## src/rtl/ssd_scan_controller.sv

```systemverilog
// Seven-segment scan controller: load/busy handshake, iterative double-dabble
// binary-to-BCD conversion, leading-zero blanking and a free-running refresh
// prescaler driving the digit select.
module ssd_scan_controller #(
  parameter int unsigned REFRESH_BITS = 17
) (
  input  logic        clk,
  input  logic        rst,
  input  logic [13:0] value,
  input  logic        load,
  input  logic        blank_lz,
  input  logic        display_off,
  output logic        busy,
  output logic        ovf,
  output logic [15:0] nums,
  output logic [1:0]  ssd_ctl_en
);

  localparam int unsigned VAL_W    = 14;
  localparam int unsigned BCD_W    = 16;
  localparam int unsigned CNT_W    = 4;
  localparam int unsigned DIGITS   = 4;
  localparam logic [VAL_W-1:0] VAL_MAX   = VAL_W'(9999);
  localparam logic [CNT_W-1:0] LAST_ITER = CNT_W'(VAL_W - 1);
  localparam logic [BCD_W-1:0] DISP_RST  = 16'hFFF0;
  localparam logic [3:0]       BLANK     = 4'hF;

  typedef enum logic [1:0] {
    IDLE  = 2'd0,
    CONV  = 2'd1,
    LATCH = 2'd2
  } state_e;

  state_e                  state_q, state_d;
  logic [VAL_W-1:0]        bin_q, bin_d;
  logic [BCD_W-1:0]        bcd_q, bcd_d;
  logic [CNT_W-1:0]        cnt_q, cnt_d;
  logic                    ovf_q, ovf_d;
  logic                    busy_q, busy_d;
  logic [BCD_W-1:0]        disp_q, disp_d;
  logic [REFRESH_BITS-1:0] refresh_q, refresh_d;

  logic [BCD_W-1:0]        adj;
  logic [BCD_W-1:0]        blanked;
  logic                    lead;

  // Add-3 correction on each BCD nibble ahead of the shift
  always_comb begin
    adj = '0;
    for (int i = 0; i < int'(DIGITS); i++) begin
      if (bcd_q[4*i +: 4] >= 4'd5) adj[4*i +: 4] = bcd_q[4*i +: 4] + 4'd3;
      else                         adj[4*i +: 4] = bcd_q[4*i +: 4];
    end
  end

  // Leading-zero blanking of the finished BCD word; ones digit always shown
  always_comb begin
    blanked = bcd_q;
    lead    = blank_lz;
    for (int k = int'(DIGITS) - 1; k >= 1; k--) begin
      if (lead && (bcd_q[4*k +: 4] == 4'd0)) blanked[4*k +: 4] = BLANK;
      else                                   lead = 1'b0;
    end
  end

  // Next-state and datapath updates for the conversion sequencer
  always_comb begin
    state_d   = state_q;
    bin_d     = bin_q;
    bcd_d     = bcd_q;
    cnt_d     = cnt_q;
    ovf_d     = ovf_q;
    disp_d    = disp_q;
    refresh_d = refresh_q + REFRESH_BITS'(1);

    case (state_q)
      IDLE: begin
        if (load) begin
          ovf_d   = (value > VAL_MAX);
          bin_d   = (value > VAL_MAX) ? VAL_MAX : value;
          bcd_d   = '0;
          cnt_d   = '0;
          state_d = CONV;
        end
      end
      CONV: begin
        bcd_d = BCD_W'({adj, bin_q[VAL_W-1]});
        bin_d = {bin_q[VAL_W-2:0], 1'b0};
        cnt_d = cnt_q + CNT_W'(1);
        if (cnt_q == LAST_ITER) state_d = LATCH;
      end
      LATCH: begin
        disp_d  = blanked;
        state_d = IDLE;
      end
      default: state_d = IDLE;
    endcase

    busy_d = (state_d != IDLE);
  end

  // State and datapath registers; reset aborts any conversion in flight
  always_ff @(posedge clk or posedge rst) begin
    if (rst) begin
      state_q   <= IDLE;
      bin_q     <= '0;
      bcd_q     <= '0;
      cnt_q     <= '0;
      ovf_q     <= 1'b0;
      busy_q    <= 1'b0;
      disp_q    <= DISP_RST;
      refresh_q <= '0;
    end else begin
      state_q   <= state_d;
      bin_q     <= bin_d;
      bcd_q     <= bcd_d;
      cnt_q     <= cnt_d;
      ovf_q     <= ovf_d;
      busy_q    <= busy_d;
      disp_q    <= disp_d;
      refresh_q <= refresh_d;
    end
  end

  assign busy       = busy_q;
  assign ovf        = ovf_q;
  assign nums       = display_off ? 16'hFFFF : disp_q;
  assign ssd_ctl_en = refresh_q[REFRESH_BITS-1 -: 2];

endmodule

```

## config.mk

```make
export PLATFORM = sky130hd
export DESIGN_NAME = ssd_scan_controller
export DESIGN_NICKNAME = d
export VERILOG_FILES = /design/src/rtl/ssd_scan_controller.sv
export SDC_FILE = /design/constraint.sdc
export NUM_CORES = 1
export LEC_CHECK = 0
export CAP_MARGIN = 5
export CORE_MARGIN = 2
export CORE_UTILIZATION = 40
export DETAILED_ROUTE_END_ITERATION = 8
export PLACE_DENSITY = 0.62
export SETUP_SLACK_MARGIN = 0.05
export SLEW_MARGIN = 15
export SYNTH_ARGS = -nofsm -noshare
export SYNTH_HDL_FRONTEND = slang
export SYNTH_SLANG_ARGS = --single-unit
export TNS_END_PERCENT = 10
```

## constraint.sdc

```tcl
create_clock -name clk -period 3.85 [get_ports clk]
set_clock_uncertainty 0.1 [all_clocks]
set_input_delay 0.385 -clock clk [delete_from_list [all_inputs] [get_ports clk]]
set_output_delay 0.385 -clock clk [all_outputs]
set_load 0.02 [all_outputs]
```

==> results.json <==
{
  "grt_pass1_wl_um": 10900,
  "grtUsageMet1": 0.186,
  "rsz0062_at_grt": "false",
  "stdcell_count": 478,
  "final_net_count": 401,
  "synth_nets": 364,
  "fmax_ghz": 0.423,
  "ys_seq_elements": 71,
  "grt_usage": 0.140,
  "clkLatencyLatePin_ps": 340,
  "cp-start-kind": "input port",
  "fin_crit_sh": 0.615,
  "async_flop_share": 1.00,
  "die_h_um": 97.0,
  "maxSlewViolCount": 0,
  "critPathKind": "input port to output port",
  "globalRouteMet2Util": 0.221,
  "cp-end-kind": "output port",
  "setup_ws_ps": 1480,
  "synth-main-ff-cell": "dfrtp_1",
  "dp_hpwl_um": 4250,
  "ff2ff_path_depth": 5,
  "pwr-share-clk": 0.211,
  "post_cts_buffers": 0,
  "io_pins": 39,
  "relSlewSlack": 0.422,
  "drc": 0,
  "cts.sinks": 71,
  "vias": 2469,
  "cts_hold_buf": 0,
  "start_util": 0.417,
  "clockRootBuffer": "clkbuf_8",
  "gp_congestion": 0.753,
  "rows": 33,
  "synth_cells": 331,
  "p_seq_frac": 0.412,
  "dp.cells": 462,
  "drt-total-wl_um": 6180,
  "combinationalPowerShare": 0.376,
  "synth_area_leader_cell": "dfrtp_1",
  "min_path_type": "flip-flop to flip-flop",
  "drtPass1Iterations": 5,
  "ant_nets": 0,
  "viasPerCell": 5.17,
  "cts_buffers": 9,
  "grt_max_degree": 72,
  "synth_top_area_share": 0.427,
  "clock_path_buffers": 2,
  "path_clk_slew_ps": 70,
  "p_sw_w": 0.00101,
  "antenna_cells": 0,
  "hold_viol": 0,
  "power.internal_w": 0.00186,
  "final_layout_size_suffix_gt1_frac": 0.145,
  "wl_per_cell_um": 12.9,
  "cts.htree.levels": 3,
  "crit_fanout": 16,
  "total_power_w": 0.00287,
  "grt_pass1_vias": 2398,
  "required_ps": 3370,
  "cts_tree": "built",
  "portBuffers": 38,
  "dp_slack_ps": 1460,
  "p_leak_nw": 1.83,
  "grt-ovfl-total": 0,
  "worst_pin_slew_ps": 867,
  "synth_warnings": 0,
  "area_delta_synth_final_pct": 19.0,
  "hold-worst-slack_ps": 352,
  "drt-initial-drc-count": 88,
  "tns_ps": 0,
  "die_area_mm2": 0.00940,
  "setup_viol": 0,
  "netlist_area_mm2": 0.00346,
  "swShare": 0.351,
  "yosysSeqAreaShare": 0.518,
  "busiest_layer": "met2",
  "synth_cell_types": 51,
  "holdPathStages": 2,
  "met3_usage": 0.0267,
  "ys_top_cells_by_area": "dfrtp_1 43%, dfstp_2 9.1%, ha_1 5.1%",
  "crit_arrival_ps": 1880,
  "power_density_mw_per_mm2": 699,
  "grt_antenna_before_repair": 0,
  "status": "finished clean",
  "avgSynthCellArea_um2": 10.4,
  "peakVddDrop_mv": 0.320,
  "min_period_ps": 2370,
  "maxCapViolations": 0,
  "synth-edff-count": 0,
  "dieWidth_um": 97.0,
  "ctsResizeCount": 0,
  "coreArea_mm2": 0.00830
}
-- cells in the final DEF (no fill, tap or decap), types with 12 or more instances in the layout --
master,netlist,final
xnor2_1,14,14
inv_1,18,17
ha_1,14,14
dfstp_2,12,12
or2_2,16,16
nor2_1,13,13
clkdlybuf4s50_1,0,38
o21ai_0,22,22
dfrtp_1,59,59
nand2_1,37,37
-- cells in the mapped netlist, types with 2 or more instances --
master,n
o21ai_0,22
nor2b_1,2
and2_1,2
dfrtp_1,59
a222oi_1,6
mux2i_1,4
nand3_1,11
inv_1,18
and4_1,2
nand2_1,37
or3_1,3
nor3_1,2
o211ai_1,2
o21a_1,4
nor3b_1,3
xor2_1,5
xnor2_1,14
clkbuf_1,2
a32o_1,4
or2_2,16
nand2b_1,7
buf_2,9
a21oi_1,11
ha_1,14
and3_1,2
o31ai_1,4
a22o_1,4
nor2_1,13
nand4_1,4
nand3b_1,2
o22a_1,3
dfstp_2,12
buf_4,3
o22ai_1,8
-- critical path: stages --
cell	delay [ps]
clkdlybuf4s50_1	580
or2_2	380
clkdlybuf4s50_1	540
-- logic make-up (layout without fill, tap and decap cells) --
family,Yosys count,in the layout,share of synthesized area
buf+inv,34,76,0.0460
xor+xnor,19,19,0.0481
mux,4,4,0.0116
compound gates,73,73,0.142
flops,71,71,0.518
fa+ha+maj,14,14,0.0507
simple gates,116,116,0.183
-- sequential cells by signal (all words and copies together) (netlist names) --
signal,flops
refresh_q,17
bcd_q,16
disp_q,16
bin_q,14
cnt_q,4
state_q,2
busy,1
ovf,1
-- metrics by stage --
step                utilization  area, um2
global placement          0.471       3910
floorplan                     -       3460
global route              0.496       4110
CTS                       0.496       4110
finish                    0.496       4110
detailed placement        0.471       3910
-- worst paths after layout --
kind | start | end | slack, ps
worst min register to register | disp_q[14]$_DFFE_PP1N_ | disp_q[14]$_DFFE_PP1N_ | 350
worst max register to register | state_q[0]$_DFF_PP0_ | bin_q[9]$_DFFE_PP0P_ | 2040
min in group asynchronous | rst | refresh_q[14]$_DFF_PP0_ | 520
worst max-delay path | display_off | nums[0] | 1480
max in group asynchronous | rst | bcd_q[12]$_DFFE_PP0P_ | 2540
worst min-delay path | disp_q[14]$_DFFE_PP1N_ | disp_q[14]$_DFFE_PP1N_ | 350
-- power groups by stage --
stage          Clock, W  Combinational [W]  Sequential [W]
3_5_place_dp          0            0.00109         0.00120
6_report       0.000607            0.00108         0.00118
3_3_place_gp          0            0.00107         0.00119
2_1_floorplan         0           0.000856         0.00116
4_1_cts        0.000626            0.00110         0.00119
5_1_grt        0.000658            0.00124         0.00122
-- final cells by class --
cell class / count / area, um2
multi-input combinational: 226 / 1510
clock inverter: 5 / 56.3
timing repair buffer: 41 / 403
fill: 782 / 4190
clock buffer: 11 / 151
inverter: 19 / 72.6
sequential: 71 / 1790
tap: 105 / 131
-- metal layers --
metal  up-vias  part of all wire
li1       1227                 -
met2        43              0.44
met3        10             0.035
met1      1189              0.51
met4         0             0.017
met5         -                 0
(Power assumes the default switching activity.)
